[src/rtl/uart_rx_sipo.sv]
`default_nettype none
// ============================================================================
// Module      : uart_rx_sipo
// Description : UART serial-in/parallel-out receiver. Oversampled start-bit
//               detection and validation, 7/8 data bits LSB first, optional
//               odd/even parity check, and 1/2 stop bits with error flags.
//               Frame options are latched at start detect.
//               Optional macro UART_RX_MAJORITY_EN: each bit is a 2-of-3 vote
//               of the samples around the bit centre instead of one sample.
// Revision    : 1.0 - initial release
// ============================================================================
module uart_rx_sipo #(
    parameter int OVERSAMPLE  = 16,
    parameter int SYNC_STAGES = 2
) (
    input  logic       clock,
    input  logic       rst,
    input  logic       sample_tick,
    input  logic       data_tx,
    input  logic [1:0] parity_type,
    input  logic       stop_bits,
    input  logic       data_length,
    output logic [7:0] data_parallel,
    output logic       rx_valid,
    output logic       parity_error,
    output logic       stop_error,
    output logic       rx_active,
    output logic       rx_done
);

    localparam int TW = $clog2(OVERSAMPLE);

    // Last tick of a bit period: data/parity/stop samples are OVERSAMPLE ticks apart.
    localparam logic [TW-1:0] TICK_LAST = TW'(OVERSAMPLE - 1);
`ifdef UART_RX_MAJORITY_EN
    // The vote needs the sample after the centre, so the decision lands one tick later.
    localparam logic [TW-1:0] TICK_START = TW'(OVERSAMPLE / 2);
`else
    localparam logic [TW-1:0] TICK_START = TW'(OVERSAMPLE / 2 - 1);
`endif

    localparam logic [2:0] S_IDLE   = 3'd0;
    localparam logic [2:0] S_START  = 3'd1;
    localparam logic [2:0] S_DATA   = 3'd2;
    localparam logic [2:0] S_PARITY = 3'd3;
    localparam logic [2:0] S_STOP   = 3'd4;
    localparam logic [2:0] S_DONE   = 3'd5;

    logic [SYNC_STAGES-1:0] sync_q, sync_d;
    logic [2:0]             state_q, state_d;
    logic [TW-1:0]          tick_q, tick_d;
    logic [3:0]             bit_q, bit_d;
    logic [7:0]             shift_q, shift_d;
    logic                   par_acc_q, par_acc_d;
    logic                   perr_next_q, perr_next_d;
    logic                   serr_next_q, serr_next_d;
    logic                   armed_q, armed_d;
    logic                   par_en_q, par_en_d;
    logic                   par_odd_q, par_odd_d;
    logic                   stop2_q, stop2_d;
    logic                   len8_q, len8_d;
    logic [7:0]             data_parallel_q, data_parallel_d;
    logic                   rx_valid_q, rx_valid_d;
    logic                   parity_error_q, parity_error_d;
    logic                   stop_error_q, stop_error_d;
    logic                   rx_active_q, rx_active_d;
    logic                   rx_done_q, rx_done_d;

    logic                   w_rx_s;
    logic                   w_bit;
    logic                   w_bit_end;
    logic [7:0]             w_word;

    // Input synchronizer chain; the FSM only ever sees the last stage.
    always_comb sync_d = {sync_q[SYNC_STAGES-2:0], data_tx};
    assign w_rx_s = sync_q[SYNC_STAGES-1];

`ifdef UART_RX_MAJORITY_EN
    logic [1:0] hist_q, hist_d;

    // History of the two previous tick samples feeding the 2-of-3 vote.
    always_comb hist_d = sample_tick ? {hist_q[0], w_rx_s} : hist_q;

    // History register, idle-high after reset.
    always_ff @(posedge clock or negedge rst) begin
        if (!rst) hist_q <= 2'b11;
        else      hist_q <= hist_d;
    end

    assign w_bit = (hist_q[1] & hist_q[0]) | (hist_q[1] & w_rx_s) | (hist_q[0] & w_rx_s);
`else
    assign w_bit = w_rx_s;
`endif

    assign w_bit_end = sample_tick && (tick_q == TICK_LAST);
    // In 7-bit mode only seven shifts happen, so the word sits in [7:1].
    assign w_word    = len8_q ? shift_q : {1'b0, shift_q[7:1]};

    // Receive FSM and all next-state/output computation.
    always_comb begin
        state_d         = state_q;
        tick_d          = tick_q;
        bit_d           = bit_q;
        shift_d         = shift_q;
        par_acc_d       = par_acc_q;
        perr_next_d     = perr_next_q;
        serr_next_d     = serr_next_q;
        armed_d         = armed_q;
        par_en_d        = par_en_q;
        par_odd_d       = par_odd_q;
        stop2_d         = stop2_q;
        len8_d          = len8_q;
        data_parallel_d = data_parallel_q;
        rx_valid_d      = 1'b0;
        parity_error_d  = parity_error_q;
        stop_error_d    = stop_error_q;
        rx_active_d     = rx_active_q;
        rx_done_d       = rx_done_q;

        case (state_q)
            S_IDLE: begin
                // A start is only a falling edge seen after the line was high.
                if (w_rx_s) begin
                    armed_d = 1'b1;
                end else if (armed_q) begin
                    state_d     = S_START;
                    armed_d     = 1'b0;
                    tick_d      = '0;
                    bit_d       = '0;
                    shift_d     = '0;
                    par_acc_d   = 1'b0;
                    perr_next_d = 1'b0;
                    serr_next_d = 1'b0;
                    par_en_d    = (parity_type == 2'b01) || (parity_type == 2'b10);
                    par_odd_d   = (parity_type == 2'b01);
                    stop2_d     = stop_bits;
                    len8_d      = data_length;
                    rx_active_d = 1'b1;
                    rx_done_d   = 1'b0;
                end
            end
            S_START: begin
                if (sample_tick) begin
                    if (tick_q == TICK_START) begin
                        tick_d = '0;
                        if (w_bit) begin
                            state_d     = S_IDLE;
                            rx_active_d = 1'b0;
                        end else begin
                            state_d = S_DATA;
                        end
                    end else begin
                        tick_d = tick_q + 1'b1;
                    end
                end
            end
            S_DATA, S_PARITY, S_STOP: begin
                if (w_bit_end) begin
                    tick_d = '0;
                    if (state_q == S_DATA) begin
                        shift_d   = {w_bit, shift_q[7:1]};
                        par_acc_d = par_acc_q ^ w_bit;
                        bit_d     = bit_q + 1'b1;
                        if (bit_q == (len8_q ? 4'd7 : 4'd6)) begin
                            bit_d   = '0;
                            state_d = par_en_q ? S_PARITY : S_STOP;
                        end
                    end else if (state_q == S_PARITY) begin
                        // Even: XOR must be 0; odd: XOR must be 1.
                        perr_next_d = par_acc_q ^ w_bit ^ par_odd_q;
                        state_d     = S_STOP;
                    end else begin
                        if (!w_bit) serr_next_d = 1'b1;
                        bit_d = bit_q + 1'b1;
                        if (bit_q == (stop2_q ? 4'd1 : 4'd0)) begin
                            state_d = S_DONE;
                            // A low final stop (break) must see the line high before re-arming.
                            armed_d = w_bit;
                        end
                    end
                end else if (sample_tick) begin
                    tick_d = tick_q + 1'b1;
                end
            end
            S_DONE: begin
                data_parallel_d = w_word;
                parity_error_d  = perr_next_q;
                stop_error_d    = serr_next_q;
                rx_valid_d      = 1'b1;
                rx_done_d       = 1'b1;
                rx_active_d     = 1'b0;
                armed_d         = armed_q | w_rx_s;
                state_d         = S_IDLE;
            end
            default: begin
                state_d = S_IDLE;
            end
        endcase
    end

    // State, datapath and output registers with asynchronous active-low reset.
    always_ff @(posedge clock or negedge rst) begin
        if (!rst) begin
            sync_q          <= '1;
            state_q         <= S_IDLE;
            tick_q          <= '0;
            bit_q           <= '0;
            shift_q         <= '0;
            par_acc_q       <= 1'b0;
            perr_next_q     <= 1'b0;
            serr_next_q     <= 1'b0;
            armed_q         <= 1'b0;
            par_en_q        <= 1'b0;
            par_odd_q       <= 1'b0;
            stop2_q         <= 1'b0;
            len8_q          <= 1'b0;
            data_parallel_q <= '0;
            rx_valid_q      <= 1'b0;
            parity_error_q  <= 1'b0;
            stop_error_q    <= 1'b0;
            rx_active_q     <= 1'b0;
            rx_done_q       <= 1'b0;
        end else begin
            sync_q          <= sync_d;
            state_q         <= state_d;
            tick_q          <= tick_d;
            bit_q           <= bit_d;
            shift_q         <= shift_d;
            par_acc_q       <= par_acc_d;
            perr_next_q     <= perr_next_d;
            serr_next_q     <= serr_next_d;
            armed_q         <= armed_d;
            par_en_q        <= par_en_d;
            par_odd_q       <= par_odd_d;
            stop2_q         <= stop2_d;
            len8_q          <= len8_d;
            data_parallel_q <= data_parallel_d;
            rx_valid_q      <= rx_valid_d;
            parity_error_q  <= parity_error_d;
            stop_error_q    <= stop_error_d;
            rx_active_q     <= rx_active_d;
            rx_done_q       <= rx_done_d;
        end
    end

    assign data_parallel = data_parallel_q;
    assign rx_valid      = rx_valid_q;
    assign parity_error  = parity_error_q;
    assign stop_error    = stop_error_q;
    assign rx_active     = rx_active_q;
    assign rx_done       = rx_done_q;

endmodule
`default_nettype wire

[config.mk]
export PLATFORM = sky130hd
export DESIGN_NAME = uart_rx_sipo
export DESIGN_NICKNAME = d
export VERILOG_FILES = /design/src/rtl/uart_rx_sipo.sv
export SDC_FILE = /design/constraint.sdc
export NUM_CORES = 1
export LEC_CHECK = 0
export ABC_AREA = 1
export BUFFER_PORTS_ARGS = -buffer_cell sky130_fd_sc_hd__buf_2
export CORE_MARGIN = 4
export CORE_UTILIZATION = 30
export DETAILED_ROUTE_END_ITERATION = 8
export PLACE_DENSITY = 0.55
export SETUP_SLACK_MARGIN = 0.02
export SLEW_MARGIN = 15
export SYNTH_ARGS = -nofsm -noshare
export SYNTH_HDL_FRONTEND = slang
export SYNTH_SLANG_ARGS = --single-unit
[constraint.sdc]
create_clock -name clock -period 2.9 [get_ports clock]
set_input_delay 0.29 -clock clock [delete_from_list [all_inputs] [get_ports clock]]
set_output_delay 0.29 -clock clock [all_outputs]
set_load 0.02 [all_outputs]
==> qor.log, run 1 <==
INFO  power          ir_drop=0.398mV
INFO  global_route   grt_pass1_vias=1592
INFO  clock_tree     clock_tree.root_cell=sky130_fd_sc_hd__clkbuf_8
INFO  timing         total_negative_setup_slack=0ns
INFO  cells_and_area share_of_post_route_cells_with_drive_strength_above_1=20.3%
INFO  clock_tree     cts-root-to-sink-buffers=2
INFO  routing        drt_pass1_iterations=4
INFO  power          static-leakage-power=1.24nW
INFO  global_route   global_route_wire_length_before_repair=7490um
INFO  logic_synthesis yosysMostFrequentCell=sky130_fd_sc_hd__nand2_1
INFO  global_route   grt_antenna_before_repair=0
INFO  timing         final_max_slew_violation_count=0
INFO  worst_setup_path worst_setup_path_end_kind=flip-flop
INFO  timing         period_minus_slack=1.73ns
INFO  global_route   overall_track_demand_over_capacity_in_global_routing=11.0%
INFO  timing         max_freq=578MHz
INFO  global_route   grt_max_degree=43
INFO  logic_synthesis synth_top_flop_cell=sky130_fd_sc_hd__dfrtp_1
INFO  worst_setup_path critPathArrivalTime=1.91ns
INFO  floorplanning  fp.dieW=93.6um
INFO  timing         timing.final.crit_share=59.7%
INFO  clock_tree     holdBufCountCts=0
INFO  routing        drc=0
INFO  logic_synthesis syn-num-nets=284
INFO  placement      place.port_buffers=20
INFO  clock_tree     clock-sinks=42
INFO  worst_setup_path worst-endpoint-required=3.08ns
INFO  placement      hpwl_dp=3170um
INFO  routing        wl=4380um
INFO  placement      finalWeightedCongestion=0.825
INFO  cells_and_area final_standard_cell_area_without_fillers=0.00247sqmm
INFO  worst_setup_path critical_path_class=reg -> reg
INFO  logic_synthesis synth.top_cells.by_area=sky130_fd_sc_hd__dfrtp_1, sky130_fd_sc_hd__nand2_1, sky130_fd_sc_hd__inv_1, sky130_fd_sc_hd__o21ai_0, sky130_fd_sc_hd__o21ai_2
INFO  cells_and_area areaGrowthSynthToFinish=12.5%
INFO  logic_synthesis synth_top_area_cell=sky130_fd_sc_hd__dfrtp_1
INFO  clock_tree     clkTransAtPathRegs=0.08ns
INFO  timing         fin_hold_ws=0.0910ns
INFO  timing         slew_headroom=38.4%
INFO  timing         finalSetupViolations=0
INFO  floorplanning  core.rowCount=30
INFO  power          power_density=966mW/mm^2
INFO  timing         hold_viol=0
INFO  floorplanning  core_region_area=0.00694sqmm
INFO  routing        detailedRoute.firstIterationViolations=87
INFO  floorplanning  floorplan.initialDensity=31.6%
INFO  timing         tightestPinTransition=0.925ns
INFO  flow_run       max_cap_viol_count=0
INFO  routing        avgRoutedWirePerCell=11.2um
INFO  logic_synthesis ys.warnings.count=0
INFO  worst_setup_path r2r_setup_slack=1.17ns
INFO  logic_synthesis synth_commonest_cells=sky130_fd_sc_hd__nand2_1, sky130_fd_sc_hd__dfrtp_1, sky130_fd_sc_hd__inv_1
INFO  logic_synthesis netlist_instances=273
INFO  logic_synthesis synth.avg_cell_area=8.04squm
INFO  placement      dp_cells=384
INFO  routing        ant_nets=0
INFO  clock_tree     numCtsBuffers=5
INFO  cells_and_area finalNetCount=306
INFO  logic_synthesis synth_seq_cells=42
INFO  logic_synthesis yosys.area.top_type_share=45.6%
INFO  power          totalPowerFinal=2.39mW
INFO  floorplanning  boundaryPins=21
INFO  logic_synthesis synth_edf_count=0
INFO  clock_tree     cts_resized=0
INFO  routing        via_count_of_the_routed_design=1711
INFO  run_status     outcome=finished clean
INFO  logic_synthesis synth_cell_type_count=27
INFO  placement      detailed_place.area=0.00238sqmm
INFO  clock_tree     post-cts-setup-buffers=0
INFO  logic_synthesis netlist_area=0.00220sqmm
INFO  clock_tree     tritoncts_clock_tree=done
INFO  global_route   grt_overflow_total=0
INFO  timing         finalClockSkew=0.0136ns
INFO  logic_synthesis yosysSeqAreaShare=48.0%
INFO  logic_synthesis synth_async_sr_flop_share=100%
INFO  clock_tree     worst_skew_pair.late_latency=0.30ns
INFO  cells_and_area instances_no_fill=392
INFO  floorplanning  die-height=93.6um
INFO  worst_setup_path worst-path-max-fanout=18
INFO  worst_setup_path critical_path.startpoint_type=flip-flop
INFO  worst_hold_path min-delay-path-class=in -> reg
INFO  cells_and_area diodes=0
INFO  clock_tree     number_of_levels_in_the_clock_h_tree=2
INFO  floorplanning  die_area=0.00875sqmm
INFO  timing         unrepaired_setup_endpoints_after_global_routing=no
INFO  routing        routed_via_density=4.36
## final cells by class
class	instances	area, sq um
Clock buffer	5	68.8
Multi-Input combinational cell	197	993
Tap cell	96	120
Clock inverter	3	25.0
Timing Repair Buffer	20	100
Inverter	29	109
Fill cell	749	4470
Sequential cell	42	1050
## sequential cells by signal, indices dropped and copies added (netlist names), 2 cells and up
register,cells
data_parallel,8
shift_q,8
bit_q,4
tick_q,4
state_q,3
sync_q,2
## kinds of logic (layout without fill, tap and decap cells)
family          Yosys count  count (layout)  share of synthesized area, %
fa+ha+maj                 3               3                          1.71
flops                    42              42                          48.0
compound gates           39              39                          11.3
simple gates            151             151                          30.6
xor+xnor                  4               4                          1.60
buf+inv                  34              57                          6.78
## stage by stage
step / util [%] / worst slack (ns)
6_report: 35.6 / 1.17
5_1_grt: 35.6 / 1.01
4_1_cts: 35.6 / 1.17
3_5_place_dp: 34.2 / 1.19
3_3_place_gp: 34.2 / 1.25
2_1_floorplan: - / 1.55
## placed cells by master (no fill, tap or decap)
| cell type | synthesis | final |
|---|---|---|
| sky130_fd_sc_hd__nand4_1 | 4 | 4 |
| sky130_fd_sc_hd__buf_2 | 2 | 20 |
| sky130_fd_sc_hd__nand3_1 | 12 | 12 |
| sky130_fd_sc_hd__nor2_4 | 4 | 4 |
| sky130_fd_sc_hd__clkbuf_8 | 0 | 5 |
| sky130_fd_sc_hd__o21ai_0 | 17 | 17 |
| sky130_fd_sc_hd__ha_1 | 3 | 3 |
| sky130_fd_sc_hd__nor2_1 | 20 | 20 |
| sky130_fd_sc_hd__clkinv_4 | 0 | 1 |
| sky130_fd_sc_hd__nand2_1 | 99 | 99 |
| sky130_fd_sc_hd__xor2_1 | 2 | 2 |
| sky130_fd_sc_hd__inv_6 | 0 | 1 |
| sky130_fd_sc_hd__nand2_4 | 2 | 2 |
| sky130_fd_sc_hd__inv_2 | 5 | 5 |
| sky130_fd_sc_hd__nor3_1 | 1 | 1 |
| sky130_fd_sc_hd__o21ai_1 | 2 | 2 |
| sky130_fd_sc_hd__nor2_2 | 3 | 3 |
| sky130_fd_sc_hd__a21oi_1 | 5 | 5 |
| sky130_fd_sc_hd__o31ai_1 | 5 | 5 |
| sky130_fd_sc_hd__clkinvlp_4 | 0 | 1 |
| sky130_fd_sc_hd__dfrtp_1 | 40 | 40 |
| sky130_fd_sc_hd__inv_1 | 23 | 23 |
| sky130_fd_sc_hd__clkinv_1 | 1 | 1 |
| sky130_fd_sc_hd__xnor2_1 | 2 | 2 |
| sky130_fd_sc_hd__nand3_4 | 1 | 1 |
| sky130_fd_sc_hd__dfstp_2 | 2 | 2 |
| sky130_fd_sc_hd__o211ai_2 | 1 | 1 |
| sky130_fd_sc_hd__o21ai_2 | 9 | 9 |
| sky130_fd_sc_hd__nand2_2 | 5 | 5 |
## worst paths after layout
kind | to | start | depth (start not counted)
max in group asynchronous | perr_next_q | rst | 1
worst max register to register | par_acc_q | state_q[2] | 7
min in group asynchronous | tick_q[0] | rst | 1
worst min-delay path | sync_q[0] | data_tx | 1
worst min register to register | sync_q[1] | sync_q[0] | 0
worst max-delay path | par_acc_q | state_q[2] | 7
## power by group
part	internal, mW	switching (mW)
combinational	0.341	0.759
clock	0.174	0.222
sequential	0.749	0.141
total	1.26	1.12
## worst max-delay path, stage by stage, from the launching register on
cell,delay (ns)
sky130_fd_sc_hd__dfrtp_1,0.52
sky130_fd_sc_hd__inv_1,0.17
sky130_fd_sc_hd__nand2_1,0.11
sky130_fd_sc_hd__nand2_2,0.20
sky130_fd_sc_hd__nand2_4,0.18
sky130_fd_sc_hd__nand3_4,0.22
sky130_fd_sc_hd__nand2_1,0.16
sky130_fd_sc_hd__o21ai_2,0.06
## routing by layer
metal  GRT usage [%]  up-vias  routed length (um)  part of all wire [%]
li1                -      909                   -                     -
met1            15.5      765                2270                    52
met2            16.0       29                1830                    42
met3            2.65        8                 168                   3.8
met4            4.69        0                 112                   2.6
met5               0        -                   0                     0
No activity file was read; power rests on OpenSTA's default activity.
==> run 2: changes to the inputs <==
- clock period: 2.9 -> 1.8 ns (I/O delays scaled with it)
==> run 2 against run 1 <==
Compared with the run above:
- cell count up 1.3%
- first-iteration DRC count is 20% lower
- largest power group unchanged
- sequential power grew 63%
- power is 63% higher
- design area is 2.2% higher
- wire length increased by 2.9%
- clock power grew 61%
- register-to-register slack worse by 0.95 ns
==> qor.log, run 2 (synthesis gave the netlist of run 1 again) <==
INFO  floorplanning  boundaryPins=21
INFO  worst_setup_path critical_path_class=reg -> reg
INFO  routing        via_count_of_the_routed_design=1739
INFO  routing        topRoutingLayerUsed=met4
INFO  power          seqPwrFrac=37.1%
INFO  routing        wl=4500um
INFO  timing         total_negative_setup_slack=0ns
INFO  global_route   grt_max_degree=43
INFO  floorplanning  die-height=93.6um
INFO  timing         timing.final.ws_setup=0.215ns
INFO  timing         hold_viol=0
INFO  worst_setup_path crit_start=state_q[2]
INFO  clock_tree     tritoncts_clock_tree=done
INFO  cells_and_area finalNetCount=311
INFO  clock_tree     cts-root-to-sink-buffers=2
INFO  cells_and_area share_of_post_route_cells_with_drive_strength_above_1=20.9%
INFO  timing         unrepaired_setup_endpoints_after_global_routing=no
INFO  cells_and_area diodes=0
INFO  worst_setup_path cp-endpoint=shift_q[1]
INFO  global_route   global_route_wire_length_before_repair=7800um
INFO  floorplanning  fp.dieW=93.6um
INFO  placement      placement.setup.worst_slack=0.242ns
INFO  cells_and_area layout.cells.most_common=sky130_fd_sc_hd__nand2_1
INFO  global_route   grt_overflow_total=0
INFO  cells_and_area final_standard_cell_area_without_fillers=0.00252sqmm
INFO  placement      detailed_place.area=0.00241sqmm
INFO  clock_tree     cts_resized=0
INFO  routing        met3RoutedLength=200um
INFO  worst_setup_path worst_r2r_path_cells=7
INFO  floorplanning  core.rowCount=30
INFO  run_status     outcome=finished clean
INFO  clock_tree     number_of_levels_in_the_clock_h_tree=2
INFO  timing         tightestPinTransition=0.374ns
INFO  cells_and_area nFillCells=733
INFO  worst_setup_path worst-endpoint-required=1.99ns
INFO  timing         timing.final.crit_share=88.0%
INFO  routing        drt_pass1_iterations=4
INFO  worst_hold_path min-delay-path-class=in -> reg
INFO  power          power_density=1550mW/mm^2
INFO  power          ir_drop=0.551mV
INFO  worst_setup_path worst_setup_path_end_kind=flip-flop
INFO  placement      hpwl_dp=3290um
INFO  routing        detailedRoute.firstIterationViolations=70
INFO  worst_setup_path worstReg2RegStart=state_q[2]
INFO  floorplanning  die_area=0.00875sqmm
INFO  worst_hold_path hold-path-cell-count=3
INFO  cells_and_area regArea=0.00105sqmm
INFO  routing        drc=0
INFO  power          power_frac_clock=16.3%
INFO  power          switching_share=46.9%
INFO  worst_hold_path hold_path.startpoint=stop_bits
INFO  clock_tree     clock_tree.root_cell=sky130_fd_sc_hd__clkbuf_8
INFO  cells_and_area areaGrowthSynthToFinish=14.9%
INFO  floorplanning  floorplan.initialDensity=31.6%
INFO  worst_setup_path critical_path.startpoint_type=flip-flop
INFO  cells_and_area finish.utilization=36.3%
INFO  power          p_int=2.07mW
INFO  routing        avgRoutedWirePerCell=11.3um
INFO  clock_tree     worst_skew_pair.late_latency=0.30ns
INFO  global_route   grt_pass1_vias=1670
INFO  placement      place.port_buffers=20
INFO  routing        ant_nets=0
INFO  cells_and_area multi_input_comb_area=993squm
INFO  cells_and_area layout_common_cells=sky130_fd_sc_hd__nand2_1, sky130_fd_sc_hd__dfrtp_1, sky130_fd_sc_hd__inv_1
INFO  timing         finalClockSkew=0.00947ns
INFO  placement      finalWeightedCongestion=0.865
INFO  global_route   overall_track_demand_over_capacity_in_global_routing=11.3%
INFO  clock_tree     numCtsBuffers=5
INFO  worst_setup_path critPathArrivalTime=1.77ns
INFO  routing        routed_via_density=4.38
INFO  clock_tree     clock-sinks=42
INFO  power          total_switching_power=1.83mW
INFO  routing        met2_length=1910um
INFO  power          pwr-share-comb=46.6%
INFO  flow_run       max_cap_viol_count=0
INFO  timing         period_minus_slack=1.58ns
INFO  timing         max_freq=631MHz
INFO  power          static-leakage-power=1.27nW
INFO  timing         final_max_slew_violation_count=0
INFO  floorplanning  core_region_area=0.00694sqmm
INFO  worst_setup_path worst-path-max-fanout=18
INFO  routing        route.layer.met1.wl=2320um
INFO  global_route   grt_antenna_before_repair=0
INFO  clock_tree     clkTransAtPathRegs=0.09ns
INFO  timing         slew_headroom=75.0%
INFO  power          totalPowerFinal=3.90mW
INFO  worst_setup_path r2r-end=shift_q[1]
INFO  timing         finalSetupViolations=0
INFO  worst_setup_path r2r_setup_slack=0.22ns
[run 2: changes by cell type in the layout (fill, tap and decap cells not counted)]
cell / before / now
sky130_fd_sc_hd__clkinv_4: 1 / 0
sky130_fd_sc_hd__buf_4: 0 / 2
sky130_fd_sc_hd__clkinvlp_4: 1 / 2
sky130_fd_sc_hd__buf_12: 0 / 1
sky130_fd_sc_hd__dlygate4sd3_1: 0 / 2
[run 2: critical path: stages (launching register included)]
cell and delay, ns:
sky130_fd_sc_hd__dfrtp_1 0.54, sky130_fd_sc_hd__inv_1 0.18, sky130_fd_sc_hd__nand2_1 0.11, sky130_fd_sc_hd__nand2_2 0.09, sky130_fd_sc_hd__nand2_4 0.12, sky130_fd_sc_hd__nand3_4 0.22
sky130_fd_sc_hd__nand2_1 0.15, sky130_fd_sc_hd__o21ai_2 0.06
[run 2: worst min-delay path by stage]
stage	to	slack (ns)
2_1_floorplan	armed_q	-0.12
3_3_place_gp	tick_q[0]	0.17
3_5_place_dp	tick_q[0]	0.17
4_1_cts	stop2_q	0.09
5_1_grt	len8_q	0.12
6_report	stop2_q	0.1
[run 2: cell type report]
| cell class | instances | area share (%) |
|---|---|---|
| sequential | 42 | 41.7 |
| multi-input combinational | 197 | 39.4 |
| timing repair buffer | 25 | 6.15 |
| tap | 96 | 4.76 |
| inverter | 29 | 4.31 |
| clock buffer | 5 | 2.73 |
| clock inverter | 3 | 0.942 |
[run 2: what timing repair did]
action                                  CTS  global route
endpoints found under the setup margin    0             0
setup buffers                             0             0
hold buffers                              2             0
endpoints found under the hold margin    41             0
[run 2: power groups by stage]
| stage | clock network (mW) | registers [mW] | logic [mW] |
|---|---|---|---|
| 4_1_cts | 0.664 | 1.44 | 1.84 |
| 5_1_grt | 0.710 | 1.49 | 2.08 |
| 2_1_floorplan | 0 | 1.51 | 1.36 |
| 6_report | 0.637 | 1.45 | 1.82 |
| 3_3_place_gp | 0 | 1.45 | 1.83 |
| 3_5_place_dp | 0 | 1.46 | 1.83 |
[run 2: per-stage QoR]
step,hold WS (ns),cells
floorplan,-0.116,273
global placement,0.173,387
detailed placement,0.173,387
CTS,0.0908,397
global route,0.125,397
finish,0.0965,397
[run 2: metal layers]
metal,vias up,global-route usage [%]
li1,916,-
met1,778,15.8
met2,37,16.6
met3,8,3.14
met4,0,4.21
met5,-,0
